[src/rtl/lsu_dmem_if.sv]
// rtl/lsu_dmem_if.sv - load/store unit to data-memory bus bridge (optional watchdog: LSU_TIMEOUT_EN)
module lsu_dmem_if #(
    parameter int TIMEOUT_CYCLES = 255
) (
    input  logic        clk_i,
    input  logic        rst_ni,
    input  logic        lsu_req_i,
    input  logic        lsu_we_i,
    input  logic [2:0]  lsu_funct3_i,
    input  logic [31:0] lsu_addr_i,
    input  logic [31:0] lsu_wdata_i,
    output logic [31:0] lsu_rdata_o,
    output logic        lsu_done_o,
    output logic        lsu_err_o,
    output logic        lsu_busy_o,
    output logic        bus_req_o,
    input  logic        bus_gnt_i,
    output logic [31:0] bus_addr_o,
    output logic        bus_we_o,
    output logic [3:0]  bus_be_o,
    output logic [31:0] bus_wdata_o,
    input  logic        bus_rvalid_i,
    input  logic [31:0] bus_rdata_i
);

    typedef enum logic [1:0] {S_IDLE, S_REQ, S_WAIT, S_ERR} state_t;

    state_t      state_q, state_d;
    logic        we_q;
    logic [2:0]  f3_q;
    logic [29:0] waddr_q;
    logic [1:0]  off_q;
    logic [3:0]  be_q;
    logic [31:0] wdata_q;
    logic [31:0] rdata_q;
    logic        done_q, err_q;

    logic        done_d, err_d, load_d, capture;
    logic        legal_c, aligned_c;
    logic [3:0]  be_c;
    logic [31:0] wdata_c;
    logic [31:0] shifted;
    logic [31:0] ext_c;
    logic        tmo;

`ifdef LSU_TIMEOUT_EN
    localparam int CW = ($clog2(TIMEOUT_CYCLES + 1) < 8) ? 8 : $clog2(TIMEOUT_CYCLES + 1);
    logic [CW-1:0] cnt_q;

    assign tmo = (cnt_q == CW'(TIMEOUT_CYCLES - 1));

    // Watchdog: zero while idle, so it restarts on every entry to REQ
    always_ff @(posedge clk_i or negedge rst_ni) begin
        if (!rst_ni) begin
            cnt_q <= '0;
        end else if (state_q == S_REQ || state_q == S_WAIT) begin
            cnt_q <= cnt_q + CW'(1);
        end else begin
            cnt_q <= '0;
        end
    end
`else
    assign tmo = 1'b0;
`endif

    // Decode the incoming command: legality, alignment, lane enables and replicated data
    always_comb begin
        legal_c   = lsu_we_i ? (lsu_funct3_i inside {3'b000, 3'b001, 3'b010})
                             : (lsu_funct3_i inside {3'b000, 3'b001, 3'b010, 3'b100, 3'b101});
        aligned_c = 1'b1;
        be_c      = 4'b1111;
        wdata_c   = lsu_wdata_i;
        case (lsu_funct3_i[1:0])
            2'b00: begin
                be_c    = 4'b0001 << lsu_addr_i[1:0];
                wdata_c = {4{lsu_wdata_i[7:0]}};
            end
            2'b01: begin
                aligned_c = ~lsu_addr_i[0];
                be_c      = 4'b0011 << {lsu_addr_i[1], 1'b0};
                wdata_c   = {2{lsu_wdata_i[15:0]}};
            end
            default: begin
                aligned_c = (lsu_addr_i[1:0] == 2'b00);
            end
        endcase
    end

    // Extract the addressed byte/half from the returned word and extend it
    always_comb begin
        shifted = bus_rdata_i >> {off_q, 3'b000};
        case (f3_q)
            3'b000:  ext_c = {{24{shifted[7]}}, shifted[7:0]};
            3'b001:  ext_c = {{16{shifted[15]}}, shifted[15:0]};
            3'b100:  ext_c = {24'h0, shifted[7:0]};
            3'b101:  ext_c = {16'h0, shifted[15:0]};
            default: ext_c = bus_rdata_i;
        endcase
    end

    // Next state and completion pulses; a bus completion wins over a same-cycle timeout
    always_comb begin
        state_d = state_q;
        done_d  = 1'b0;
        err_d   = 1'b0;
        load_d  = 1'b0;
        capture = 1'b0;
        case (state_q)
            S_IDLE: begin
                if (lsu_req_i) begin
                    capture = 1'b1;
                    if (legal_c && aligned_c) begin
                        state_d = S_REQ;
                    end else begin
                        state_d = S_ERR;
                        done_d  = 1'b1;
                        err_d   = 1'b1;
                    end
                end
            end
            S_REQ: begin
                if (bus_gnt_i) begin
                    if (we_q) begin
                        state_d = S_IDLE;
                        done_d  = 1'b1;
                    end else begin
                        state_d = S_WAIT;
                    end
                end else if (tmo) begin
                    state_d = S_ERR;
                    done_d  = 1'b1;
                    err_d   = 1'b1;
                end
            end
            S_WAIT: begin
                if (bus_rvalid_i) begin
                    state_d = S_IDLE;
                    done_d  = 1'b1;
                    load_d  = 1'b1;
                end else if (tmo) begin
                    state_d = S_ERR;
                    done_d  = 1'b1;
                    err_d   = 1'b1;
                end
            end
            default: begin
                state_d = S_IDLE;
            end
        endcase
    end

    // State, command registers and registered result
    always_ff @(posedge clk_i or negedge rst_ni) begin
        if (!rst_ni) begin
            state_q <= S_IDLE;
            we_q    <= 1'b0;
            f3_q    <= 3'b000;
            waddr_q <= '0;
            off_q   <= 2'b00;
            be_q    <= 4'b0000;
            wdata_q <= '0;
            rdata_q <= '0;
            done_q  <= 1'b0;
            err_q   <= 1'b0;
        end else begin
            state_q <= state_d;
            done_q  <= done_d;
            err_q   <= err_d;
            if (capture) begin
                we_q    <= lsu_we_i;
                f3_q    <= lsu_funct3_i;
                waddr_q <= lsu_addr_i[31:2];
                off_q   <= lsu_addr_i[1:0];
                be_q    <= be_c;
                wdata_q <= wdata_c;
            end
            if (load_d) begin
                rdata_q <= ext_c;
            end
        end
    end

    assign bus_req_o   = (state_q == S_REQ);
    assign bus_addr_o  = {waddr_q, 2'b00};
    assign bus_we_o    = we_q;
    assign bus_be_o    = be_q;
    assign bus_wdata_o = wdata_q;
    assign lsu_rdata_o = rdata_q;
    assign lsu_done_o  = done_q;
    assign lsu_err_o   = err_q;
    assign lsu_busy_o  = (state_q != S_IDLE);

endmodule
[config.mk]
export PLATFORM = sky130hd
export DESIGN_NAME = lsu_dmem_if
export DESIGN_NICKNAME = d
export VERILOG_FILES = /design/src/rtl/lsu_dmem_if.sv
export SDC_FILE = /design/constraint.sdc
export NUM_CORES = 1
export LEC_CHECK = 0
export CAP_MARGIN = 20
export CORE_ASPECT_RATIO = 1.2
export CORE_UTILIZATION = 44
export CTS_CLUSTER_DIAMETER = 200
export DETAILED_ROUTE_END_ITERATION = 12
export HOLD_SLACK_MARGIN = 0.1
export PLACE_DENSITY = 0.92
export SYNTH_ARGS = -nofsm -noshare
export SYNTH_HDL_FRONTEND = slang
export SYNTH_SLANG_ARGS = --single-unit
[constraint.sdc]
create_clock -name clk_i -period 2.1 [get_ports clk_i]
set_clock_uncertainty 0.1 [all_clocks]
set_input_delay 0.315 -clock clk_i [delete_from_list [all_inputs] [get_ports clk_i]]
set_output_delay 0.315 -clock clk_i [all_outputs]
set_load 0.005 [all_outputs]
; Word-level counts from Yosys, hierarchy flattened
; Index checks and enable logic that the tools add are counted.
[totals]
regBits = 108
latchBits = 0
ram_bits = 0
rom_bits = 0
in_bits = 105
out_inout_bits = 105
word_cells = 58
n_memories = 0
[op_classes]
n_addsub = 0
mul = 0
div_mod_pow = 0
order_cmp = 0
n_eq_ne = 13
n_shift = 3
n_mux = 21
bitwise_logic = 1
n_reduce_logical = 10
[ops]
columns = op, count
row1 = $pmux W32 S4, 1
row2 = $pmux W32 S2, 1
row3 = $shr A32 B5 Y16, 1
row4 = $eq A3 B3 Y1 const B, 4
row5 = $mux W1, 10
row6 = $mux W2, 5
row7 = $pmux W4 S2, 1
row8 = $eq A3 B1 Y1 const B, 2
row9 = $logic_not A2 Y1, 3
row10 = $logic_not A3 Y1, 2
row11 = $pmux W2 S3, 1
row12 = $reduce_bool A5 Y1, 1
row13 = $eq A2 B1 Y1 const B, 2
row14 = $ne A2 B2 Y1 const B, 2
row15 = $shl A1 B2 Y4 const A, 1
row16 = $shl A2 B2 Y4 const A, 1
row17 = $eq A3 B2 Y1 const B, 1
row18 = $pmux W1 S3, 1
row19 = $reduce_and A3 Y1, 1
row20 = $reduce_bool A3 Y1, 1
row21 = $eq A2 B2 Y1 const B, 1
row22 = $ne A2 B1 Y1 const B, 1
row23 = $pmux W1 S2, 1
row24 = $reduce_bool A2 Y1, 1
row25 = other kinds (2), 2

; Longest topological paths before layout
; Gate-level depths: netlist of run 1.
[depth]
word_depth = 7
mapped_depth = 7
ltp_nobuf = 4

; Worst setup path after synthesis of run 1
; Ideal clock, no wire load.
[synth_timing]
path_type = register to register
from = register state_q[0]
to = register wdata_q[25] (netlist: bus_wdata_o[25])
setup_ns = 0.121
t_arrival_ns = 1.373
required_time_ns = 1.879
setup_slack_ns = 0.506
stages_incl_launch_ff = 8
n_path_buf = 3
period_less_slack_ns = 1.594
path_cell_list = dfrtp_1 -> or2_1 -> buf_2 -> or2_4 -> buf_6 -> buf_6 -> nand2_1 -> o21ai_2
[synth_via]
elab_chain_len = 2
[synth_rtl]
columns = item, line_no
row1 = start: declaration, 28  ; state_t state_q, state_d;
row2 = start signal: assignment, 166  ; state_q <= state_d;
row3 = $logic_not A2 Y1, 108  ; case (state_q)
row4 = $mux W1, 108
row5 = end signal: assignment, 175  ; wdata_q <= wdata_c;
row6 = end: declaration, 34  ; logic [31:0] wdata_q;
; Every way passes these cells.
; A chain may end at the register's enable or synchronous reset.

; Worst setup path after layout of run 1
[layout_timing]
from = register state_q[0]
to = output lsu_busy_o
[layout_via]
elab_chain_len = 1
[layout_rtl]
columns = item, line_no
row1 = $reduce_bool A2 Y1, 191  ; assign lsu_busy_o = (state_q != S_IDLE);
row2 = end: declaration, 15  ; output logic lsu_busy_o,
; Every way passes these cells.

==> flow_summary.html, run 1 <==
<table>
<tr><th>Metric</th><th>Value</th></tr>
<tr><th colspan="2">Clock tree</th></tr>
<tr><td>Clock transition at the register clock pins on the worst setup and hold paths after CTS</td><td>0.07 ns</td></tr>
<tr><td>Setup Fix Bufs, Post-CTS</td><td>0</td></tr>
<tr><td>Clock insertion delay at the later pin of the skew report</td><td>approximately 0.35 ns</td></tr>
<tr><td>Deepest level of the CTS H-tree</td><td>3</td></tr>
<tr><td>CTS tree</td><td>built</td></tr>
<tr><td>Buffers from clock root to sink, at most</td><td>2</td></tr>
<tr><td>Clock sink count</td><td>108</td></tr>
<tr><td>Number of buffers created by CTS</td><td>9</td></tr>
<tr><td>Root buffer selected by CTS</td><td>sky130_fd_sc_hd__clkbuf_16</td></tr>
<tr><th colspan="2">Cells and area</th></tr>
<tr><td>Area of combinational cells with multiple inputs</td><td>2200 um2</td></tr>
<tr><td>Share of post-route cells with drive strength above 1</td><td>7.85%</td></tr>
<tr><td>Number of standard cells in the final layout excluding fillers</td><td>918</td></tr>
<tr><td>Number of nets in the layout</td><td>roughly 860</td></tr>
<tr><td>Area used by sequential logic in the layout</td><td>between 2000 and 3000 um2</td></tr>
<tr><td>Final core occ</td><td>around two thirds</td></tr>
<tr><td>Antenna cell count</td><td>0</td></tr>
<tr><td>Filler cell count in the final layout</td><td>roughly 880</td></tr>
<tr><td>P&amp;R area growth vs syn</td><td>49.1%</td></tr>
<tr><th colspan="2">Logic synthesis</th></tr>
<tr><td>Top cell type's share of synthesized area</td><td>52.4%</td></tr>
<tr><td>Count of yosys warnings during synthesis</td><td>0</td></tr>
<tr><td>Post-synthesis register bit count</td><td>108</td></tr>
<tr><td>Synth Cell Area</td><td>5160 um2</td></tr>
<tr><td>Library cell with the highest instance count after synthesis</td><td>sky130_fd_sc_hd__nand2_1</td></tr>
<tr><td>Dominant combinational cell family by area after synthesis</td><td>simple AND/OR/NAND/NOR gates</td></tr>
<tr><td>Sequential share of the synthesized area</td><td>between 50% and 60%</td></tr>
<tr><td>Top cells by area, synth</td><td>sky130_fd_sc_hd__dfrtp_1, sky130_fd_sc_hd__nand2_1, sky130_fd_sc_hd__mux2i_1</td></tr>
<tr><td>Leading post-synthesis cells by instance count</td><td>sky130_fd_sc_hd__nand2_1, sky130_fd_sc_hd__dfrtp_1, sky130_fd_sc_hd__mux2i_1</td></tr>
<tr><td>Share of synthesized cell area in full adder, half adder and majority cells</td><td>0%</td></tr>
<tr><td>Post-synthesis simple-gate area fraction</td><td>22.9%</td></tr>
<tr><td>Average footprint of a synthesized cell</td><td>9.23 um2</td></tr>
<tr><td>Count of mapped cells out of synthesis</td><td>559</td></tr>
<tr><td>Multiplexer fraction of the synthesized cell area</td><td>approximately 7.3%</td></tr>
<tr><td>Fraction of synthesized cell area in xor and xnor cells</td><td>0%</td></tr>
<tr><td>Most used flip-flop cell after synthesis</td><td>sky130_fd_sc_hd__dfrtp_1</td></tr>
<tr><td>Cell type with the highest aggregate area in the netlist</td><td>sky130_fd_sc_hd__dfrtp_1</td></tr>
<tr><td>Compound-gate portion of the synthesized area</td><td>12.1%</td></tr>
<tr><td>Count of cell types in the netlist</td><td>44</td></tr>
<tr><td>Number of enable flip-flop cells after synthesis</td><td>0</td></tr>
<tr><td>Share of async-settable or async-resettable flops after synthesis</td><td>100%</td></tr>
<tr><th colspan="2">STA</th></tr>
<tr><td>Number of max-slew violations in the final report</td><td>0</td></tr>
<tr><td>Period utilization</td><td>around 95%</td></tr>
<tr><td>Number of hold violations in the final report</td><td>0</td></tr>
<tr><td>Min cycle time layout</td><td>2.00 ns</td></tr>
<tr><td>Setup repair after global routing missed its margin</td><td>false</td></tr>
<tr><td>Maximum clock frequency</td><td>~500 MHz</td></tr>
<tr><td>Slew at the pin closest to its max-slew limit</td><td>~0.98 ns</td></tr>
<tr><td>Slew headroom</td><td>34.8%</td></tr>
<tr><td>Minimum hold slack</td><td>0.383 ns</td></tr>
<tr><td>Final setup violation count</td><td>0</td></tr>
<tr><th colspan="2">Place</th></tr>
<tr><td>Port buffer count</td><td>207</td></tr>
<tr><td># placed instances</td><td>900</td></tr>
<tr><td>HPWL after DPL</td><td>approximately 11 mm</td></tr>
<tr><td>Routability congestion estimate</td><td>0.871</td></tr>
<tr><th colspan="2">Global route</th></tr>
<tr><td>Global-route wire length before repair</td><td>24.7 mm</td></tr>
<tr><td>Total routing resource utilization after global routing</td><td>around a quarter</td></tr>
<tr><td>Pin count of the biggest net entering global routing</td><td>94</td></tr>
<tr><td>Number of antenna violations at the first check in global routing</td><td>0</td></tr>
<tr><td>Via count of the first global-routing pass</td><td>a little over 5000</td></tr>
<tr><td>Overflow left after global routing</td><td>0</td></tr>
<tr><th colspan="2">Drt</th></tr>
<tr><td>Total wire length after detailed routing</td><td>between 15 and 20 mm</td></tr>
<tr><td>Number of routed nets with antenna violations</td><td>0</td></tr>
<tr><td>Routed length per placed instance</td><td>17.2 um</td></tr>
<tr><td>Detailed-route vias per instance</td><td>5.31</td></tr>
<tr><td>Iteration count of the initial detailed-routing pass</td><td>4</td></tr>
<tr><td>Number of DRC violations after detailed routing</td><td>0</td></tr>
<tr><td>DRC marker count from the first detailed-route iteration</td><td>250</td></tr>
<tr><td>Number of vias in the routed layout</td><td>4875</td></tr>
<tr><th colspan="2">Worst setup path</th></tr>
<tr><td>Ordered cell list for the critical path</td><td>or2_4, clkdlybuf4s50_1</td></tr>
<tr><td>Critical path peak fanout</td><td>6</td></tr>
<tr><td>Crit path largest cell delay</td><td>0.50 ns</td></tr>
<tr><td>Worst setup path startpoint</td><td>state_q[0]</td></tr>
<tr><td>Critical path class</td><td>reg -&gt; out</td></tr>
<tr><td>Slowest CP cell</td><td>sky130_fd_sc_hd__clkdlybuf4s50_1</td></tr>
<tr><td>Count of cells along the worst register-to-register path</td><td>4</td></tr>
<tr><td>Data required time at the worst endpoint</td><td>1.68 ns</td></tr>
<tr><td>Capturing element type of the critical path</td><td>output port</td></tr>
<tr><td>RR Startpoint</td><td>state_q[0]</td></tr>
<tr><td>Startpoint Class</td><td>flip-flop</td></tr>
<tr><td>Arrival time worst endpoint</td><td>1.59 ns</td></tr>
<tr><th colspan="2">Status</th></tr>
<tr><td>Run status</td><td>finished, final reports clean</td></tr>
<tr><th colspan="2">Power and ir drop</th></tr>
<tr><td>Part of the power in the clock network</td><td>16.5%</td></tr>
<tr><td>Net switching power figure</td><td>between 0.003 and 0.004 W</td></tr>
<tr><td>Static power due to leakage</td><td>around 3.5 nW</td></tr>
<tr><td>Power density over the cells</td><td>1330 nW/um2</td></tr>
<tr><td>Combinational Power Share</td><td>47.0%</td></tr>
<tr><td>Final total power</td><td>0.0102 W</td></tr>
<tr><td>Power Internal</td><td>0.00657 W</td></tr>
<tr><td>Maximum VDD drop</td><td>0.000805 V</td></tr>
<tr><td>Switching part of the total</td><td>35.6%</td></tr>
<tr><td>Sequential share of power</td><td>36.4%</td></tr>
<tr><th colspan="2">Die</th></tr>
<tr><td>Floorplan die height</td><td>121 um</td></tr>
<tr><td>DIE AREA</td><td>12200 um2</td></tr>
<tr><td>I/O pin cnt</td><td>210</td></tr>
<tr><td>Placeable core region</td><td>11200 um2</td></tr>
<tr><td>Die X</td><td>101 um</td></tr>
<tr><td>Placement row count</td><td>42</td></tr>
<tr><td>Starting density of the core</td><td>45.9%</td></tr>
<tr><th colspan="2">Hold path</th></tr>
<tr><td>Hold path depth</td><td>2</td></tr>
<tr><td>Min-delay src</td><td>bus_wdata_o[25]</td></tr>
<tr><td>Worst min path class</td><td>reg -&gt; reg</td></tr>
<tr><th colspan="2">Run</th></tr>
<tr><td>Max Cap Viol</td><td>0</td></tr>
</table>
## logic make-up (layout without fill, tap and decap cells)
group / after synthesis / count (layout)
AND/OR/NAND/NOR: 271 / 272
flip-flops: 108 / 108
AO/OA/AOI/OAI: 99 / 99
buffers and inverters: 45 / 248
multiplexers: 35 / 35
other: 1 / 2
## cell type report
| class | instances | share of cell area, % |
|---|---|---|
| sequential | 108 | 35.1 |
| inverter | 6 | 0.293 |
| multi-input combinational | 408 | 28.6 |
| clock inverter | 5 | 0.569 |
| timing repair buffer | 226 | 29.6 |
| tap | 154 | 2.50 |
| clock buffer | 11 | 3.28 |
## stage by stage
step | setup WS [ns] | cell area (um2) | TNS [ns]
floorplan | 0.506 | 5160 | 0
detailed placement | -0.0935 | 7380 | -0.479
global placement | -0.0170 | 7380 | -0.0170
CTS | 0.0331 | 7690 | 0
global route | 0.0398 | 7690 | 0
finish | 0.0964 | 7690 | 0
## timing repair
| action | CTS | global route |
|---|---|---|
| gates resized for setup | 0 | 1 |
| setup endpoints to repair | 0 | 60 |
| hold endpoints to repair | 36 | 0 |
| hold buffers | 1 | 0 |
## path summary, 6_finish.rpt
| path | slack [ns] | to |
|---|---|---|
| worst max-delay path | 0.1 | lsu_busy_o |
| worst min-delay path | 0.38 | bus_wdata_o[25] |
| worst max register to register | 0.17 | bus_wdata_o[11] |
| worst min register to register | 0.38 | bus_wdata_o[25] |
| max in group asynchronous | 0.88 | lsu_rdata_o[11] |
| min in group asynchronous | 0.40 | lsu_rdata_o[26] |
## registers in the layout (all words and copies together), names as in the netlist
register,cells
bus_be_o,4
bus_wdata_o,32
f3_q,3
waddr_q,30
bus_we_o,1
lsu_done_o,1
state_q,2
lsu_rdata_o,32
lsu_err_o,1
off_q,2
## cell usage in the layout (no fill, tap or decap), drive strengths merged, types with 3 or more instances in the layout
cell type	n
nand2b	9
inv	8
a31oi	3
clkbuf	11
a22oi	7
or2	5
a21oi	15
nor2	20
o21ai	56
buf	19
clkdlybuf4s50	206
nand3	32
dfrtp	108
nand2	195
mux2i	34
o22ai	5
and2	4
## per-layer routing
layer | wire, um | share of wire, % | track usage [%]
met1 | 5940 | 38 | 30.2
met2 | 8000 | 51 | 45.9
met3 | 1410 | 8.9 | 6.88
met4 | 429 | 2.7 | 11.2
met5 | 0 | 0 | 0
## worst max-delay path, delay by kind of cell, from the launching register on
family / cells / cell delay, ns
AND/OR/NAND/NOR: 1 / 0.31
buffers and inverters: 1 / 0.50
flip-flops: 1 / 0.44
## power by group through the flow
stage	sequential, W	clock (W)	combinational, W
6_report	0.00372	0.00169	0.00480
4_1_cts	0.00371	0.00172	0.00479
5_1_grt	0.00383	0.00179	0.00526
3_3_place_gp	0.00368	0	0.00459
3_5_place_dp	0.00373	0	0.00476
2_1_floorplan	0.00364	0	0.00220
No activity file was read; power rests on OpenSTA's default activity.
==> run 2: changes to the inputs <==
Settings changed: CTS_CLUSTER_SIZE set to 24, SKIP_LAST_GASP set to 1.
==> results of run 2 <==
No change in the layout: final DEF, timing and power equal those of run 1.
